$ cat src/rtl/seq_control_unit.sv
// seq_control_unit: multi-cycle sequencing control unit for the 8-bit CPU.
// Accepts instructions over a valid/ready handshake, decodes the opcode and
// steps through FETCH -> DECODE -> EXEC -> WB. MUL and DIV hold EXEC for
// configurable latencies. HALT waits for a resume pulse.
// Optional macro ILLEGAL_OP_TRAP_EN: illegal opcodes trap into HALT and hold
// illegal_op high until resume or rst. When it is undefined, an illegal opcode
// acts as a NOP and raises a one-cycle illegal_op pulse.
module seq_control_unit #(
    parameter int INSTR_W    = 8,
    parameter int OPCODE_W   = 4,
    parameter int ALU_SEL_W  = 3,
    parameter int MUL_CYCLES = 2,
    parameter int DIV_CYCLES = 8
) (
    input  logic                 clk,
    input  logic                 rst,
    input  logic                 instr_valid,
    output logic                 instr_ready,
    input  logic [INSTR_W-1:0]   instr,
    input  logic                 resume,
    output logic [ALU_SEL_W-1:0] alu_sel,
    output logic                 alu_en,
    output logic                 reg_we,
    output logic                 flags_we,
    output logic                 pc_inc,
    output logic                 busy,
    output logic                 halted,
    output logic                 illegal_op
);

    localparam int MAX_CYCLES = (MUL_CYCLES > DIV_CYCLES) ? MUL_CYCLES : DIV_CYCLES;
    localparam int CNT_W      = $clog2(MAX_CYCLES + 1);

    localparam logic [OPCODE_W-1:0] OP_MUL  = OPCODE_W'(5);
    localparam logic [OPCODE_W-1:0] OP_DIV  = OPCODE_W'(6);
    localparam logic [OPCODE_W-1:0] OP_CMP  = OPCODE_W'(7);
    localparam logic [OPCODE_W-1:0] OP_NOP  = OPCODE_W'(8);
    localparam logic [OPCODE_W-1:0] OP_HALT = OPCODE_W'(9);

    typedef enum logic [2:0] {
        S_FETCH,
        S_DECODE,
        S_EXEC,
        S_WB,
        S_HALT
    } state_t;

    state_t                state_q, state_next;
    logic [OPCODE_W-1:0]   opcode_q;
    logic [ALU_SEL_W-1:0]  alu_sel_q;
    logic [CNT_W-1:0]      cnt_q;
    logic [OPCODE_W-1:0]   instr_opcode;
    logic                  is_alu_op;
    logic                  is_illegal;
    logic                  trap_q;

    assign instr_opcode = instr[INSTR_W-1 -: OPCODE_W];
    assign is_alu_op    = (opcode_q < OP_NOP);
    assign is_illegal   = (opcode_q > OP_HALT);
    assign alu_sel      = alu_sel_q;

    // Operand bits below the opcode are consumed by the datapath, not here.
    generate
        if (INSTR_W > OPCODE_W) begin : g_operand
            logic unused_operand;
            assign unused_operand = ^instr[INSTR_W-OPCODE_W-1:0];
        end
    endgenerate

    // State register, opcode capture, ALU select and EXEC cycle counter.
    always_ff @(posedge clk) begin
        if (rst) begin
            state_q   <= S_FETCH;
            opcode_q  <= '0;
            alu_sel_q <= '0;
            cnt_q     <= '0;
        end else begin
            state_q <= state_next;
            if (state_q == S_FETCH && instr_valid) begin
                opcode_q <= instr_opcode;
            end
            if (state_q == S_DECODE && is_alu_op) begin
                alu_sel_q <= opcode_q[ALU_SEL_W-1:0];
                if (opcode_q == OP_MUL) begin
                    cnt_q <= CNT_W'(MUL_CYCLES);
                end else if (opcode_q == OP_DIV) begin
                    cnt_q <= CNT_W'(DIV_CYCLES);
                end else begin
                    cnt_q <= CNT_W'(1);
                end
            end else if (state_q == S_EXEC) begin
                cnt_q <= cnt_q - CNT_W'(1);
            end
        end
    end

`ifdef ILLEGAL_OP_TRAP_EN
    // Sticky trap bit: set when an illegal opcode is decoded, cleared on resume.
    always_ff @(posedge clk) begin
        if (rst) begin
            trap_q <= 1'b0;
        end else if (state_q == S_DECODE && is_illegal) begin
            trap_q <= 1'b1;
        end else if (state_q == S_HALT && resume) begin
            trap_q <= 1'b0;
        end
    end
`else
    assign trap_q = 1'b0;
`endif

    // Next-state and output decode; every output is forced low while rst is high.
    always_comb begin
        state_next  = state_q;
        instr_ready = 1'b0;
        alu_en      = 1'b0;
        reg_we      = 1'b0;
        flags_we    = 1'b0;
        pc_inc      = 1'b0;
        busy        = 1'b0;
        halted      = 1'b0;
        illegal_op  = 1'b0;
        case (state_q)
            S_FETCH: begin
                instr_ready = 1'b1;
                if (instr_valid) begin
                    state_next = S_DECODE;
                end
            end
            S_DECODE: begin
                busy = 1'b1;
                if (is_alu_op) begin
                    state_next = S_EXEC;
                end else if (opcode_q == OP_NOP) begin
                    pc_inc     = 1'b1;
                    state_next = S_FETCH;
                end else if (opcode_q == OP_HALT) begin
                    state_next = S_HALT;
                end else begin
                    illegal_op = 1'b1;
`ifdef ILLEGAL_OP_TRAP_EN
                    state_next = S_HALT;
`else
                    pc_inc     = 1'b1;
                    state_next = S_FETCH;
`endif
                end
            end
            S_EXEC: begin
                busy   = 1'b1;
                alu_en = 1'b1;
                if (cnt_q == CNT_W'(1)) begin
                    state_next = S_WB;
                end
            end
            S_WB: begin
                busy       = 1'b1;
                pc_inc     = 1'b1;
                flags_we   = (opcode_q == OP_CMP);
                reg_we     = (opcode_q != OP_CMP);
                state_next = S_FETCH;
            end
            S_HALT: begin
                halted     = 1'b1;
                illegal_op = trap_q;
                if (resume) begin
                    pc_inc     = 1'b1;
                    state_next = S_FETCH;
                end
            end
            default: begin
                state_next = S_FETCH;
            end
        endcase
        if (rst) begin
            instr_ready = 1'b0;
            alu_en      = 1'b0;
            reg_we      = 1'b0;
            flags_we    = 1'b0;
            pc_inc      = 1'b0;
            busy        = 1'b0;
            halted      = 1'b0;
            illegal_op  = 1'b0;
        end
    end

endmodule
$ cat config.mk
export PLATFORM = sky130hd
export DESIGN_NAME = seq_control_unit
export DESIGN_NICKNAME = d
export VERILOG_FILES = /design/src/rtl/seq_control_unit.sv
export SDC_FILE = /design/constraint.sdc
export NUM_CORES = 1
export LEC_CHECK = 0
export ABC_AREA = 1
export CORE_ASPECT_RATIO = 1.25
export CORE_MARGIN = 5
export CORE_UTILIZATION = 30
export CTS_CLUSTER_SIZE = 25
export DETAILED_ROUTE_END_ITERATION = 7
export GPL_TIMING_DRIVEN = 0
export SLEW_MARGIN = 30
export SYNTH_ARGS = -nofsm -noshare
export SYNTH_HDL_FRONTEND = slang
export SYNTH_SLANG_ARGS = --single-unit
$ cat constraint.sdc
create_clock -name clk -period 1.3 [get_ports clk]
set_clock_uncertainty 0.1 [all_clocks]
set_input_delay 0.195 -clock clk [delete_from_list [all_inputs] [get_ports clk]]
set_output_delay 0.195 -clock clk [all_outputs]
set_load 0.01 [all_outputs]
### Word-level counts from Yosys, hierarchy flattened

Index checks and enable logic that the tools add are counted.

* order comparisons: 1
* div/mod/pow operators: 0
* shift-type cells: 0
* multiplexer cells: 33
* reductions and logical operators: 6
* multiply operators: 0
* add/subtract/negate cells: 1
* equality and inequality tests: 14
* bitwise logic cells: 0

Operators by type and width (count)
* 1-bit two-way mux: 21
* 3-bit two-way mux: 6
* 4-bit two-way mux: 4
* 4-bit by 3-bit == test with 1-bit output, second input constant: 3
* 3-bit case mux with 4 select lines: 1
* 4-bit == test, second input constant: 2
* 3-bit by 2-bit == test with 1-bit output, second input constant: 2
* 4-bit by 1-bit == test with 1-bit output, second input constant: 1
* 4-bit < comparator, second input constant: 1
* 2-bit != test, second input constant: 2
* 4-bit by 3-bit != test with 1-bit output, second input constant: 1
* 4-bit by 1-bit subtractor with 4-bit output, second input constant: 1
* 3-bit by 1-bit == test with 1-bit output, second input constant: 1
* 3-bit == test, second input constant: 1
* 3-bit zero test: 1
* 1-bit case mux with 3 select lines: 1
* 3-bit AND reduction: 1
* 3-bit OR reduction: 1
* 1-bit logical AND: 2
* 2-bit by 1-bit != test with 1-bit output, second input constant: 1
* 2-bit nonzero test: 1

* latch bits: 0
* flip-flop bits (word level): 14
* input port bits: 12
* output and inout port bits: 11
* memory bits (read-only): 0
* memories: 0
* word-level logic and storage cells: 59
* RAM bits: 0

### Longest topological paths before layout

* depth after elaboration: 6
* mapped depth: 7
* gate-level depth less buffers: 7

### Worst setup path after synthesis

OpenSTA, ideal clock, no wires.

* kind: flip-flop to output port
* start: register state_q[2]
* end: output port illegal_op
* arrival: 1.014 ns
* slack: -0.009 ns
* path buffers: 1
* cell stages (with the launch flop): 5
* required time: 1.005 ns
* path through: dfxtp_1 > buf_6 > nor2_4 > nand2_1 > nor4_1

* word-level cells in the longest chain between the ends: 3

RTL lines
* start, declared: RTL line 48 `state_t state_q, state_next;`
* start signal, assigned: RTL line 78 `state_q <= state_next;`
* 3-bit by 1-bit == test with 1-bit output: RTL line 123 `case (state_q)`
* 1-bit two-way mux: RTL line 123
* 1-bit two-way mux: RTL line 175 `if (rst) begin`
* end, declared: RTL line 28 `output logic illegal_op`

No other way between the ends.

### Worst setup path after layout

* start: register state_q[1]
* end: output port pc_inc

* word-level cells in the longest chain between the ends: 3
* elaborated cells between the ends (all ways): 5
* those cells by class: 3 x eq/ne; 2 x mux

RTL lines
* 3-bit == test, or another cell as far along: RTL line 123
* 1-bit case mux with 3 select lines *: RTL line 123
* 1-bit two-way mux *: RTL line 175
* end, declared: RTL line 25 `output logic pc_inc,`

Every way passes the cells marked *; elsewhere a longest branch is shown, timed or not.

==> summary.txt <==
status - complete, but fails checks
failing checks - negative setup slack
peak supply drop - 718 uV
GR Util met2 - 21.2%
area leader, netlist - dfxtp_1
area growth from synthesis to layout - 51.5%
crit-path leading delay family - flip-flops
clk slew on worst S/H paths - 0.09 ns
TritonCTS buffer count - 3
Sum Neg Setup Slack - -1.40 ns
number of cells produced by synthesis - 121
Power Total - 1520 uW
Synth top cells by count - nand2_1, nor2_1, dfxtp_1, inv_1
via count - 943
cell-internal power - 957 uW
clock insertion delay at the later pin of the skew report - 0.29 ns
worst-path maximum fanout - 6
Crit path required time - 1.00 ns
global-route wire length before repair - 3890 um
HPWL Detailed - 1560 um
Rel. slew slack - 84.8%
Routability Congestion - 0.754
DRC violations left - 0
GRT met1 Usage - 13.3%
post-route worst setup slack - -0.259 ns
Cell Pwr Density - 1200 nW/um^2
synth warn - 0
EDFF count, synth - 0
ant diodes - 0
Logic pwr share - 40.9%
DIE HEIGHT - 69.1 um
Max Slew Vio Count - 0
core area - 2680 sq um
die width - 57.3 um
antenna violations before repair - 0
Die ar. - 3960 sq um
vias per cell - 4.99
Reg power frac - 37.5%
Site Rows - 21
synthesized area - 838 sq um
drt wl/cell - 12.5 um
critical path endpoint category - output pin
fmax - 642 MHz
post-synthesis register bit count - 14
# H-tree levels - 1
Fin. Hold Viols - 0
Hold-fix buffers, CTS - 0
Avg Synthesized Cell Area - 6.93 sq um
kind of critical path - reg -> out
clk sink count - 14
share of the synthesized area in the top cell type - 33.4%
fin crit share - 120%
GR peak layer - met2
sequential share of the synthesized area - 33.4%
iteration-0 DRC count of the detailed router - 36
CP startpoint kind - flop
fin crit period - 1.56 ns
CTS tree - yes
FFs w/ async S/R, synth - 0%
final WL - 2360 um
Pleak - 0.000550 uW
IO Pins - 23
Post-DRT Antenna Nets - 0
Hold Path Class - in -> reg
layout cells sized above 1 - 44.5%
clock share of power - 21.6%
WP data arrival - 1.26 ns
IO Port Bufs - 17
Final #Nets - 170
slowest CP cell - dfxtp_4
pin count of the biggest net entering global routing - 11
RSZ-0062 raised after global routing - yes
switch share - 37.1%
final setup fails - 8
multi-input logic area - 534 sq um
distinct cell type count after synthesis - 24
most numerous cell in the Yosys netlist - nand2_1
Global Route Usage Sum - 12.1%
synth top area cells - dfxtp_1, nand2_1, a21oi_1, nand3_1, nor2_1
sw power - 564 uW
crit path buf inv count - 1
vias in the first global route - 967
M3 GR Usage - 2.24%
Bufs on Longest Clock Path - 2
Slew @ Worst Pin - 0.227 ns
GRT overflow - 0
area occupied by registers - 304 sq um
ys flop type - dfxtp_1
initial core utilization - 31.3%
critical-path cell list - nor2_4 -> nand2_2 -> nor2_2 -> a21oi_2 -> nor2_1 -> buf_2
final cell count without fillers - 189
Net Count, Synth - 135
number of instances in the placed design - 172
fill count - 264
DR pass1 iterations - 4
max_cap viols - 0
max incr delay on CP - 0.39 ns
WHS - 0.106 ns
Root Buffer - clkbuf_4
[cell type report]
class                      count  share of cell area (%)
buffer                         3                    1.97
clock buffer                   4                    2.86
inverter                      14                    4.93
multi-input combinational     87                    42.1
sequential                    14                    23.9
tap                           34                    3.35
timing repair buffer          33                    20.9
[cells in the final DEF (no fill, tap or decap), types with 6 or more instances in the layout]
master / n
nand2_1: 18
nor2_1: 12
nand3_1: 12
a21oi_1: 12
buf_4: 11
buf_2: 10
inv_1: 7
clkdlybuf4s50_1: 6
[final timing paths]
kind | startpoint | end | slack (ns) | cells after the start
max reg2reg | state_q[1]$_SDFFE_PP0P_ | cnt_q[1]$_SDFFE_PP0P_ | 0.04 | 7
max | state_q[1]$_SDFFE_PP0P_ | pc_inc | -0.26 | 6
min | rst | opcode_q[2]$_SDFFE_PP0P_ | 0.11 | 2
min reg2reg | alu_sel[2]$_SDFFE_PP0P_ | alu_sel[2]$_SDFFE_PP0P_ | 0.37 | 2
[sequential cells by signal (all words and copies together), names as in the netlist]
name / flops
alu_sel: 3
cnt_q: 4
opcode_q: 4
state_q: 3
[power by group through the flow]
stage / Sequential (uW) / Clock [uW] / Combinational, uW
3_5_place_dp: 543 / 0 / 503
3_3_place_gp: 542 / 0 / 485
2_1_floorplan: 535 / 0 / 364
6_report: 570 / 328 / 623
5_1_grt: 580 / 345 / 691
4_1_cts: 563 / 331 / 553
[per-stage QoR]
| step | utilization [%] | setup WS [ns] | area [sq um] |
|---|---|---|---|
| floorplan | - | 0.0236 | 845 |
| global placement | 39.4 | -0.548 | 1060 |
| detailed placement | 39.4 | -0.555 | 1060 |
| CTS | 44.5 | -0.288 | 1190 |
| global route | 47.4 | -0.360 | 1270 |
| finish | 47.4 | -0.259 | 1270 |
[metal layers]
| metal | wire length (um) | vias up | part of all wire [%] |
|---|---|---|---|
| li1 | - | 469 | - |
| met1 | 974 | 435 | 41 |
| met2 | 1230 | 33 | 52 |
| met3 | 104 | 6 | 4.4 |
| met4 | 55 | 0 | 2.3 |
| met5 | 0 | - | 0 |
[timing repair]
item / 4_1_cts / 5_1_grt
pin swaps: 7 / 11
setup buffers: 12 / 4
gates resized for setup: 67 / 19
cloned: 0 / 0
setup endpoints to repair: 11 / 14
[cell families (layout without fill, tap and decap cells)]
family	Yosys count	in the layout	synth area share, %
flip-flops	14	14	33.4
AO/OA/AOI/OAI	20	20	13.0
AND/OR/NAND/NOR	64	64	37.8
XOR/XNOR	1	1	1.04
buffers and inverters	20	54	11.8
adder cells (fa/ha/maj)	2	2	2.98
(Power assumes the default switching activity.)
